**config.mk**
```make
export PLATFORM = sky130hd
export DESIGN_NAME = seq_accum_adder
export DESIGN_NICKNAME = d
export VERILOG_FILES = /design/src/rtl/seq_adder_pkg.sv /design/src/rtl/seq_accum_adder_digit.sv /design/src/rtl/seq_accum_adder.sv
export SDC_FILE = /design/constraint.sdc
export NUM_CORES = 1
export LEC_CHECK = 0
export CAP_MARGIN = 5
export CORE_ASPECT_RATIO = 1.5
export CORE_UTILIZATION = 51
export CTS_BUF_LIST = sky130_fd_sc_hd__clkbuf_16
export DETAILED_ROUTE_END_ITERATION = 7
export PLACE_DENSITY = 0.79
export SYNTH_ARGS = -nofsm -noshare
export SYNTH_HDL_FRONTEND = slang
export SYNTH_SLANG_ARGS = --single-unit
```
**constraint.sdc**
```tcl
create_clock -name clk -period 1.5 [get_ports clk]
set_input_delay 0.3 -clock clk [delete_from_list [all_inputs] [get_ports clk]]
set_output_delay 0.3 -clock clk [all_outputs]
set_load 0.01 [all_outputs]
```
**src/rtl/seq_adder_pkg.sv**
```systemverilog
// Shared definitions for the digit-serial accumulating adder.
//   - operation mode codes driven on the 'mode' port
//   - FSM state type
//   - helpers deriving the digit-step count and step-counter width
package seq_adder_pkg;

  localparam logic [1:0] MODE_ADD     = 2'b00;  // A + B
  localparam logic [1:0] MODE_SUB     = 2'b01;  // A - B
  localparam logic [1:0] MODE_ACC_ADD = 2'b10;  // operand A combined with acc, add
  localparam logic [1:0] MODE_ACC_SUB = 2'b11;  // operand A combined with acc, subtract

  typedef enum logic [1:0] {
    IDLE = 2'd0,
    RUN  = 2'd1,
    DONE = 2'd2
  } state_t;

  // Number of digit cycles per operation.
  function automatic int unsigned steps_of(input int unsigned width, input int unsigned digit);
    return width / digit;
  endfunction

  // Width of a counter able to hold 0..STEPS.
  function automatic int unsigned cnt_bits(input int unsigned width, input int unsigned digit);
    return $clog2(width / digit + 1);
  endfunction

endpackage

```
**src/rtl/seq_accum_adder_digit.sv**
```systemverilog
// digit_adder: combinational DIGIT-bit ripple-carry adder.
//   a, b      : DIGIT-bit operand slices
//   cin       : carry into bit 0
//   s         : DIGIT-bit sum slice
//   cout      : carry out of the top bit
//   c_msb_in  : carry into the top bit (overflow detection on the last digit)
module digit_adder #(
  parameter int unsigned DIGIT = 1
) (
  input  logic [DIGIT-1:0] a,
  input  logic [DIGIT-1:0] b,
  input  logic             cin,
  output logic [DIGIT-1:0] s,
  output logic             cout,
  output logic             c_msb_in
);

  always_comb begin
    logic [DIGIT:0] c;
    c    = '0;
    s    = '0;
    c[0] = cin;
    for (int unsigned i = 0; i < DIGIT; i++) begin
      s[i]   = a[i] ^ b[i] ^ c[i];
      c[i+1] = (a[i] & b[i]) | (c[i] & (a[i] ^ b[i]));
    end
    cout     = c[DIGIT];
    c_msb_in = c[DIGIT-1];
  end

endmodule

```
**src/rtl/seq_accum_adder.sv**
```systemverilog
// seq_accum_adder: digit-serial adder/subtractor with an internal accumulator.
// Processes DIGIT bits per clock, STEPS = WIDTH/DIGIT cycles per operation.
//   clk, rst (sync, active high)
//   start, mode[1:0], clr_acc    : control, sampled only in IDLE/DONE
//   A, B [WIDTH]                 : operands, latched on accepted start
//   sum [WIDTH], cr_out, ovf     : result, updated only at completion
//   acc [WIDTH]                  : accumulator (written by modes 10/11)
//   busy                         : digits being processed
//   done                         : one-cycle completion pulse
module seq_accum_adder
  import seq_adder_pkg::*;
#(
  parameter int unsigned WIDTH = 8,
  parameter int unsigned DIGIT = 1
) (
  input  logic             clk,
  input  logic             rst,
  input  logic             start,
  input  logic [1:0]       mode,
  input  logic             clr_acc,
  input  logic [WIDTH-1:0] A,
  input  logic [WIDTH-1:0] B,
  output logic [WIDTH-1:0] sum,
  output logic             cr_out,
  output logic             ovf,
  output logic [WIDTH-1:0] acc,
  output logic             busy,
  output logic             done
);

  localparam int unsigned    STEPS = steps_of(WIDTH, DIGIT);
  localparam int unsigned    CW    = cnt_bits(WIDTH, DIGIT);
  localparam logic [CW-1:0]  LAST  = CW'(STEPS - 1);

  state_t           r_state;
  state_t           w_next;
  logic [WIDTH-1:0] r_opa;
  logic [WIDTH-1:0] r_opb;
  logic [WIDTH-1:0] r_res;
  logic [WIDTH-1:0] r_sum;
  logic [WIDTH-1:0] r_acc;
  logic             r_carry;
  logic             r_cr;
  logic             r_ovf;
  logic             r_to_acc;
  logic [CW-1:0]    r_cnt;

  logic             w_ready;
  logic             w_accept;
  logic             w_last;
  logic             w_is_sub;
  logic             w_use_acc;
  logic [WIDTH-1:0] w_opb_sel;
  logic [WIDTH-1:0] w_opb_init;
  logic [DIGIT-1:0] w_s;
  logic             w_cout;
  logic             w_cmsb;
  logic [WIDTH-1:0] w_res_next;

  assign w_ready   = (r_state != RUN);
  assign w_accept  = w_ready && start;
  assign w_last    = (r_state == RUN) && (r_cnt == LAST);
  assign w_is_sub  = (mode == MODE_SUB) || (mode == MODE_ACC_SUB);
  assign w_use_acc = (mode == MODE_ACC_ADD) || (mode == MODE_ACC_SUB);

  // A same-cycle clear takes precedence over the stored accumulator as operand.
  assign w_opb_sel  = w_use_acc ? (clr_acc ? '0 : r_acc) : B;
  assign w_opb_init = w_is_sub ? ~w_opb_sel : w_opb_sel;

  digit_adder #(.DIGIT(DIGIT)) u_digit (
    .a        (r_opa[DIGIT-1:0]),
    .b        (r_opb[DIGIT-1:0]),
    .cin      (r_carry),
    .s        (w_s),
    .cout     (w_cout),
    .c_msb_in (w_cmsb)
  );

  // New digit enters at the top; after STEPS shifts the word is in place.
  assign w_res_next = (r_res >> DIGIT) | (WIDTH'(w_s) << (WIDTH - DIGIT));

  always_ff @(posedge clk) begin
    if (rst) r_state <= IDLE;
    else     r_state <= w_next;
  end

  always_comb begin
    w_next = r_state;
    case (r_state)
      IDLE:    if (start) w_next = RUN;
      RUN:     if (w_last) w_next = DONE;
      DONE:    w_next = start ? RUN : IDLE;
      default: w_next = IDLE;
    endcase
  end

  always_ff @(posedge clk) begin
    if (rst) begin
      r_opa    <= '0;
      r_opb    <= '0;
      r_res    <= '0;
      r_sum    <= '0;
      r_acc    <= '0;
      r_carry  <= 1'b0;
      r_cr     <= 1'b0;
      r_ovf    <= 1'b0;
      r_to_acc <= 1'b0;
      r_cnt    <= '0;
    end else begin
      if (w_ready && clr_acc) r_acc <= '0;
      if (w_accept) begin
        r_opa    <= A;
        r_opb    <= w_opb_init;
        r_carry  <= w_is_sub;
        r_cnt    <= '0;
        r_to_acc <= w_use_acc;
      end else if (r_state == RUN) begin
        r_opa   <= r_opa >> DIGIT;
        r_opb   <= r_opb >> DIGIT;
        r_res   <= w_res_next;
        r_carry <= w_cout;
        r_cnt   <= r_cnt + CW'(1);
        if (w_last) begin
          r_sum <= w_res_next;
          r_cr  <= w_cout;
          r_ovf <= w_cmsb ^ w_cout;
          if (r_to_acc) r_acc <= w_res_next;
        end
      end
    end
  end

  assign sum    = r_sum;
  assign cr_out = r_cr;
  assign ovf    = r_ovf;
  assign acc    = r_acc;
  assign busy   = (r_state == RUN);
  assign done   = (r_state == DONE);

endmodule

```
==> summary.txt, run 1 <==
Clock network
  • Root buffer cell: clkbuf_16
  • Total CTS buffers: 5
  • Reg clk slew, reported paths: 0.06 ns
  • Sinks on Clock Net: 49
  • Longest Clk Path Bufs: 2
  • Worst skew pair latency: 0.29 ns
  • H-tree depth: 2
  • Post-CTS setup buffers: 0
  • CTS tree: done

Worst setup path
  • CP max FO: 2
  • CP arrival: 1.17 ns
  • CP max-delay cell: clkdlybuf4s50_1
  • CP startpoint kind: register
  • Cell chain of the critical path: clkdlybuf4s50_1
  • WP data required: 1.20 ns
  • Worst R2R Setup Slack: 0.09 ns
  • Number of cells on the critical path: 1
  • Worst path max stage delay: 0.54 ns
  • Worst Path Buf+Inv: 1
  • Cell family with most CP delay: buffers and inverters
  • FF-to-FF End: acc[5]
  • Worst setup path category: register to primary output
  • Cell depth of the worst flop-to-flop path: 6
  • Worst R2R Start: r_cnt[0]
  • Element type at the critical path end: primary output

Floorplanning
  • Die Height: 81.47 um
  • # rows: 28
  • Starting density of the core: 53.76%
  • Die area: 4479 um^2
  • Die width: 54.98 um
  • Boundary pin count: 42
  • Core region area: 3994 um^2

Routing
  • Number of remaining DRC errors: 0
  • Initial DRT Pass Iterations: 4
  • Antenna-violating nets left: 0
  • Routed vias: 2074
  • Drt via density: 5.892
  • Final wirelength: 5335 um
  • Routed length per instance: 15.16 um
  • Initial drt markers: 60

Logic synthesis
  • Seq cells post-synth: 49
  • Seq/Total Area, Yosys: 45.69%
  • Yosys cell types: 30
  • Syn nets: 280
  • Post-synth ARST share: 0%
  • Top_reg_cell synth: dfxtp_1
  • Synth Instances: 256
  • Synthesis Warnings: 0
  • Post-synth EDFFs: 0
  • Mean cell area of the mapped netlist: 8.387 um^2
  • Mapped Area: 2147 um^2

Min path
  • Hold depth: 2
  • Hold Path End: sum[7]
  • Hold path start: sum[7]
  • Hold/Removal Path Class: register to register

Run
  • Max Cap Viol: 0

Timing
  • Skew final: 0.003906 ns
  • Relative slew slack: 74.83%
  • RSZ-0062 raised after global routing: yes
  • Fin crit share: 97.87%
  • Final min period: 1.468 ns
  • Final setup vio count: 0
  • Worst slew pin tran: 0.3776 ns
  • Slew Limit Fails: 0
  • Endpoints failing hold: 0
  • Final setup margin: 0.03197 ns
  • F_max: 0.6812 GHz

Global route
  • GRT overflow: 0
  • Met3 Usage GRT: 4.630%
  • GR Util met1: 30.48%
  • Global-route usage over all layers: 26.14%
  • Largest net degree at the start of global routing: 38
  • First-pass GRT wire length: 8521 um
  • Met2 Usage GRT: 46.14%
  • Initial antenna violation count: 0
  • Vias in the first global route: 1886
  • Busiest grt layer: met2

Placed design
  • Place WS: -0.2910 ns
  • PortBufs: 41
  • GP Congestion: 0.7812
  • HPWL after DPL: 3476 um

Final layout
  • Most frequent cells in the layout: 48 x dfxtp_1, 35 x nand2_1, 30 x a21oi_1, 30 x clkdlybuf4s50_1, 22 x nor2_1
  • Final Core Density: 73.28%
  • Share of cells above drive strength 1: 12.70%
  • Antenna cells: 0
  • Final #Nets: 330
  • Area Growth Syn to Fin: 36.31%
  • Most common cell after layout, fill and taps aside: dfxtp_1

Power
  • Power Dens Cells: 1097 nW/um^2
  • VDD IR max: 990.2 uV
  • Leakage power: 1.123 nW

Outcome
  • Outcome: completed
==> where the power goes <==
group	leakage, nW	internal [mW]	total (mW)	switching, mW
logic	0.629	0.187	0.384	0.196
clock network	0.0944	0.960	1.44	0.475
registers	0.399	1.35	1.39	0.0368
==> area by class of cell <==
cell class,instances,area [um^2]
Multi-Input combinational cell,187,1099
Fill cell,325,1067
Sequential cell,49,982.2
Timing Repair Buffer,61,588.1
Clock buffer,5,125.1
Clock inverter,3,68.82
Tap cell,45,56.30
Inverter,2,7.507
==> cells in the mapped netlist, types with 2 or more instances <==
cell type,number,area [um^2]
nand3b_1,2,15.01
a211oi_1,16,120.1
nor2_1,23,86.33
nor2b_1,9,56.30
clkbuf_1,8,30.03
a22oi_1,7,52.55
and2_1,2,12.51
nand3_1,13,65.06
nand2_1,36,135.1
nand2b_1,10,62.56
a221oi_1,7,61.31
a21oi_1,30,150.1
dfxtp_1,49,980.9
inv_2,2,7.510
mux2i_1,8,80.08
buf_2,8,40.04
or3_1,2,12.51
o21ai_1,8,40.04
nor3_1,2,10.01
o21ai_0,3,15.01
nor3_2,2,20.02
==> metal layers <==
layer / wire length (um) / vias up / part of all wire [%]
met2: 2790 / 65 / 52
met3: 254 / 11 / 4.8
met5: 0 / - / 0
met4: 112 / 0 / 2.1
met1: 2178 / 995 / 41
li1: - / 1003 / -
==> how the worst max path moves through the flow <==
stage / slack [ns] / end / startpoint
3_5_place_dp: -0.29 / r_opb[3] / mode[1]
3_3_place_gp: -0.24 / r_opb[2] / mode[1]
5_1_grt: -0.01 / r_opb[0] / start
6_report: 0.03 / cr_out / cr_out
4_1_cts: 0.03 / cr_out / cr_out
2_1_floorplan: 0.16 / acc[6] / r_cnt[0]
==> sequential cells by signal, summed over array words and instances, names as in the netlist <==
register  flops
ovf           1
r_opa         8
sum           8
r_cnt         4
r_opb         8
acc           8
r_to_acc      1
cr_out        1
r_res         7
r_state       2
r_carry       1
==> what timing repair did <==
| item | 4_1_cts | 5_1_grt |
|---|---|---|
| hold endpoints to repair | 0 | 0 |
| pin swaps | 0 | 1 |
| resized for setup | 13 | 4 |
| endpoints found under the setup margin | 17 | 9 |
| hold buffers | 0 | 0 |
==> per-stage QoR <==
step                TNS (ns)  instances  area (um^2)  hold slack, ns  power, mW
floorplan                  0        256         2147          0.4456      1.623
global placement      -2.005        344         2720          0.4485      1.779
detailed placement    -2.754        344         2720          0.4494      1.787
CTS                        0        352         2917          0.4623      3.228
global route        -0.01236        352         2927          0.4817      3.326
finish                     0        352         2927          0.4612      3.210
==> cell families after synthesis <==
logic type                 synth area share (%)
DFF                                       45.69
and+or+nand+nor                           22.55
buffers and inverters                     4.138
muxes                                     3.730
adders and majority gates                 1.515
AOI/OAI and AO/OA                         21.97
xor gates and xnor gates                 0.4080
(Power assumes the default switching activity.)
==> run 2: changes to the inputs <==
- GPL_TIMING_DRIVEN: unset -> 0
==> summary.txt, run 2 (synthesis results as in run 1) <==
Worst setup path
  • FF-to-FF End: acc[7]
  • Worst R2R Start: r_cnt[0]
  • Cell depth of the worst flop-to-flop path: 6 (unchanged)
  • Worst Path Buf+Inv: 1 (unchanged)
  • Worst path max stage delay: 0.54 ns (about the same)
  • Worst setup path category: register to primary output
  • CP max-delay cell: clkdlybuf4s50_1
  • CP arrival: 1.16 ns (about the same)
  • Element type at the critical path end: primary output
  • Number of cells on the critical path: 1 (unchanged)
  • CP startpoint: cr_out
  • End of the critical path: cr_out
  • WP data required: 1.20 ns (about the same)
  • CP startpoint kind: register
  • Cell family with most CP delay: buffers and inverters
  • CP max FO: 2 (unchanged)
  • Cell chain of the critical path: clkdlybuf4s50_1
  • Worst R2R Setup Slack: 0.06 ns (-0.03 ns)

Routing
  • Number of remaining DRC errors: 0 (unchanged)
  • Initial DRT Pass Iterations: 4 (unchanged)
  • Routed vias: 2043 (-1.5%)
  • Antenna-violating nets left: 0 (unchanged)
  • Routed length per instance: 15.33 um (+1.1%)
  • Final wirelength: 5411 um (+1.4%)
  • Initial drt markers: 75 (+25%)
  • Drt via density: 5.788 (-1.8%)

Floorplanning
  • # rows: 28 (unchanged)
  • Core region area: 3994 um^2 (unchanged)
  • Die width: 54.98 um (unchanged)
  • Starting density of the core: 53.76% (unchanged)
  • Boundary pin count: 42 (unchanged)
  • Die Height: 81.47 um (unchanged)
  • Die area: 4479 um^2 (unchanged)

Global route
  • Vias in the first global route: 1807 (-4.2%)
  • Global-route usage over all layers: 25.43% (-0.71 points)
  • Largest net degree at the start of global routing: 15 (-61%)
  • Initial antenna violation count: 0 (unchanged)
  • First-pass GRT wire length: 8404 um (-1.4%)
  • GRT overflow: 0 (unchanged)

Placed design
  • HPWL after DPL: 3812 um (+9.7%)
  • Post-DP Area: 2614 um^2 (-3.9%)
  • Place WS: -0.4416 ns (-0.1506 ns)
  • PortBufs: 41 (unchanged)
  • GP Congestion: 0.8229 (+5.3%)

Clock network
  • Total CTS buffers: 5 (unchanged)
  • H-tree depth: 2 (unchanged)
  • CTS tree: done
  • Sinks on Clock Net: 49 (unchanged)
  • CTS Hold Bufs: 0 (unchanged)
  • Worst skew pair latency: 0.28 ns (about the same)
  • Longest Clk Path Bufs: 2 (unchanged)
  • Reg clk slew, reported paths: 0.06 ns (about the same)
  • Root buffer cell: clkbuf_16

Min path
  • Hold/Removal Path Class: register to register

Timing
  • Final setup vio count: 0 (unchanged)
  • Worst slew pin tran: 0.3450 ns (-0.03261 ns)
  • Endpoints failing hold: 0 (unchanged)
  • F_max: 0.6834 GHz (+0.32%)
  • Slew Limit Fails: 0 (unchanged)
  • Skew final: 0.004890 ns (+0.0009841 ns)
  • Setup TNS: 0 ns (unchanged)
  • Final setup margin: 0.03670 ns (+0.004732 ns)
  • Fin crit share: 97.55% (-0.32 points)
  • Relative slew slack: 76.95% (+2.1 points)
  • Final min period: 1.463 ns (-0.004732 ns)
  • RSZ-0062 raised after global routing: yes

Final layout
  • Cell area after layout: 2821 um^2 (-3.6%)
  • Most frequent cells in the layout: 49 x dfxtp_1, 36 x nand2_1, 30 x a21oi_1
  • Final #Nets: 332 (+0.61%)
  • Fill cell count: 346 (+6.5%)
  • Storage cell area: 980.9 um^2 (-0.13%)
  • Most common cell after layout, fill and taps aside: dfxtp_1
  • Antenna cells: 0 (unchanged)
  • Area Growth Syn to Fin: 31.41%
  • Area of the multi-input gates: 1104 um^2 (+0.46%)
  • Share of cells above drive strength 1: 12.66% (-0.041 points)

Outcome
  • Outcome: completed

Run
  • Max Cap Viol: 0 (unchanged)

Power
  • Leakage power: 1.089 nW (-3.0%)
  • Power Dens Cells: 994.3 nW/um^2 (-9.3%)
  • VDD IR max: 995.5 uV (+0.53%)
run 2: per-layer routing:
layer	part of all wire (%)	track usage [%]
met1	43	31.51
met2	51	45.42
met3	4.5	3.889
met4	1.1	4.500
met5	0	0
run 2: through the flow:
step,utilization [%],total power [mW],hold slack [ns],instances
6_report,70.65,2.805,0.4609,353
5_1_grt,70.65,2.915,0.4826,353
4_1_cts,69.39,2.817,0.4630,349
3_5_place_dp,65.44,1.761,0.4509,342
3_3_place_gp,65.44,1.757,0.4460,342
2_1_floorplan,-,1.623,0.4456,256
run 2: timing repair:
item                                   4_1_cts  5_1_grt
setup endpoints to repair                   53       29
endpoints found under the hold margin        0        0
setup buffers                                1        4
pin swaps                                    0        3
resized for setup                           26       11
run 2: layout make-up:
class | instances | share of cell area (%)
plain buffers | 17 | 3.503
clock buffers | 5 | 4.435
clock inverters | 2 | 0.3991
inverters | 2 | 0.2661
multi-input cells | 187 | 39.11
flip-flops and latches | 49 | 34.77
well taps | 45 | 1.996
repair buffers | 46 | 15.52
run 2: how the worst min path moves through the flow:
stage	start	to	slack, ns	cells past startpoint
floorplan	r_res[1]	sum[0]	0.45	2
global placement	sum[4]	sum[4]	0.45	2
detailed placement	sum[2]	sum[2]	0.45	2
CTS	sum[2]	sum[2]	0.46	2
global route	sum[1]	sum[1]	0.48	2
finish	sum[6]	sum[6]	0.46	2
run 2: where the power goes:
| part | total (mW) | leakage [nW] | switching, mW | internal (mW) |
|---|---|---|---|---|
| Combinational | 0.372 | 0.626 | 0.201 | 0.171 |
| Clock | 1.05 | 0.0633 | 0.444 | 0.602 |
| Sequential | 1.39 | 0.399 | 0.0337 | 1.35 |
==> run 3: changes to the inputs <==
- SKIP_LAST_GASP: unset -> 1
==> summary.txt, run 3 (synthesis results as in run 1) <==
Outcome
  • Outcome: completed

Global route
  • Met3 Usage GRT: 3.889% (unchanged)
  • Vias in the first global route: 1807 (unchanged)
  • First-pass GRT wire length: 8404 um (unchanged)
  • Global-route usage over all layers: 25.43% (unchanged)
  • GR Util met1: 31.51% (unchanged)
  • Busiest grt layer: met2
  • Met2 Usage GRT: 45.42% (unchanged)
  • GRT overflow: 0 (unchanged)
  • Initial antenna violation count: 0 (unchanged)
  • Largest net degree at the start of global routing: 15 (unchanged)

Power
  • Power Dens Cells: 995.3 nW/um^2 (about the same)
  • Sw power: 678.3 uW (about the same)
  • VDD IR max: 996.1 uV (about the same)
  • Internal power: 2.127 mW (about the same)
  • Clock power share: 37.3% (about the same)
  • Comb power frac: 13.2% (about the same)
  • Leakage power: 1.079 nW (-0.87%)
  • Tot Pwr: 2.806 mW (about the same)
  • Switching part of the total: 24.18% (about the same)
  • Share of power burned in registers: 49.5% (about the same)

Timing
  • Slew Limit Fails: 0 (unchanged)
  • Skew final: 0.006236 ns (+0.001346 ns)
  • Endpoints failing hold: 0 (unchanged)
  • Worst slew pin tran: 0.3471 ns (+0.002180 ns)
  • RSZ-0062 raised after global routing: yes
  • Relative slew slack: 76.80% (-0.15 points)
  • Final setup margin: 0.03482 ns (-0.001878 ns)
  • F_max: 0.6825 GHz (-0.13%)
  • Fin crit share: 97.68% (+0.13 points)
  • Worst hold margin: 0.4599 ns (-0.001056 ns)
  • Final min period: 1.465 ns (+0.001878 ns)
  • Final setup vio count: 0 (unchanged)

Clock network
  • Root buffer cell: clkbuf_16
  • Sinks on Clock Net: 49 (unchanged)
  • Longest Clk Path Bufs: 2 (unchanged)
  • Worst skew pair latency: 0.28 ns (about the same)
  • CTS tree: done
  • Reg clk slew, reported paths: 0.06 ns (about the same)
  • Total CTS buffers: 5 (unchanged)
  • CTS Hold Bufs: 0 (unchanged)
  • H-tree depth: 2 (unchanged)

Final layout
  • Share of cells above drive strength 1: 12.66% (unchanged)
  • Most frequent cells in the layout: 49 x dfxtp_1, 36 x nand2_1, 30 x a21oi_1
  • Final Core Density: 70.58% (about the same)
  • Antenna cells: 0 (unchanged)
  • Most common cell after layout, fill and taps aside: dfxtp_1
  • Area Growth Syn to Fin: 31.29% (about the same)
  • Final #Nets: 332 (unchanged)

Floorplanning
  • Die width: 54.98 um (unchanged)
  • Starting density of the core: 53.76% (unchanged)
  • # rows: 28 (unchanged)
  • Die area: 4479 um^2 (unchanged)
  • Core region area: 3994 um^2 (unchanged)
  • Die Height: 81.47 um (unchanged)
  • Boundary pin count: 42 (unchanged)

Worst setup path
  • Cell family with most CP delay: buffers and inverters
  • Worst Path Buf+Inv: 1 (unchanged)
  • CP arrival: 1.17 ns (about the same)
  • Cell chain of the critical path: clkdlybuf4s50_1
  • WP data required: 1.20 ns (about the same)
  • Worst path max stage delay: 0.54 ns (about the same)
  • Worst setup path category: register to primary output
  • CP startpoint kind: register
  • Element type at the critical path end: primary output
  • CP max FO: 2 (unchanged)
  • CP max-delay cell: clkdlybuf4s50_1

Routing
  • Initial drt markers: 75 (unchanged)
  • Antenna-violating nets left: 0 (unchanged)
  • Routed length per instance: 15.23 um (-0.67%)
  • Number of remaining DRC errors: 0 (unchanged)
  • Drt via density: 5.720 (-1.2%)
  • Initial DRT Pass Iterations: 4 (unchanged)
  • Routed vias: 2019 (-1.2%)
  • Final wirelength: 5375 um (-0.67%)

Placed design
  • HPWL after DPL: 3812 um (unchanged)
  • Place WS: -0.4416 ns (unchanged)
  • GP Congestion: 0.8229 (unchanged)
  • PortBufs: 41 (unchanged)

Min path
  • Hold/Removal Path Class: register to register

Run
  • Max Cap Viol: 0 (unchanged)
==> run 3: cell types whose count changed in the layout (fill, tap and decap cells not counted), sizes merged <==
| cell | before | now |
|---|---|---|
| clkbuf | 12 | 13 |
| dlymetal6s2s | 3 | 2 |
| clkdlybuf4s50 | 27 | 28 |
| buf | 16 | 15 |
==> run 3: power by group through the flow <==
stage	Sequential, mW	Clock [mW]	Combinational, mW
floorplan	1.41	0	0.216
global placement	1.41	0	0.344
detailed placement	1.42	0	0.345
CTS	1.39	1.07	0.361
global route	1.39	1.12	0.404
finish	1.39	1.05	0.371
==> run 3: cell type report <==
class,instances,area (um^2)
buffer,17,98.84
clock buffer,5,125.1
clock inverter,2,11.26
fill,347,1175
inverter,2,7.507
multi-input combinational,187,1104
sequential,49,980.9
tap,45,56.30
timing repair buffer,46,435.4
==> run 3: stage by stage <==
step,instances,setup TNS (ns),instance area [um^2]
after floorplan,256,0,2147
after global placement,342,-15.81,2614
after detailed placement,342,-15.96,2614
after CTS,349,-0.08187,2775
after global routing,353,-0.1170,2819
final,353,0,2819
==> run 3: metal layers <==
metal	vias to the layer above	wire length [um]	share of wire (%)
met5	-	0	0
met4	0	81	1.5
met3	10	260	4.8
met2	55	2763	51
met1	948	2270	42
li1	1006	-	-
==> run 3: worst paths after layout <==
path	startpoint	endpoint	slack (ns)	depth (start not counted)
setup / recovery	cr_out	cr_out	0.03	1
hold reg to reg	sum[4]	sum[4]	0.46	2
setup reg to reg	r_cnt[0]	acc[6]	0.07	6
hold / removal	sum[4]	sum[4]	0.46	2
==> run 3: what timing repair did <==
action / CTS / global route
gates resized for setup: 23 / 12
pin swaps: 0 / 3
setup endpoints to repair: 53 / 30
setup buffers: 1 / 4
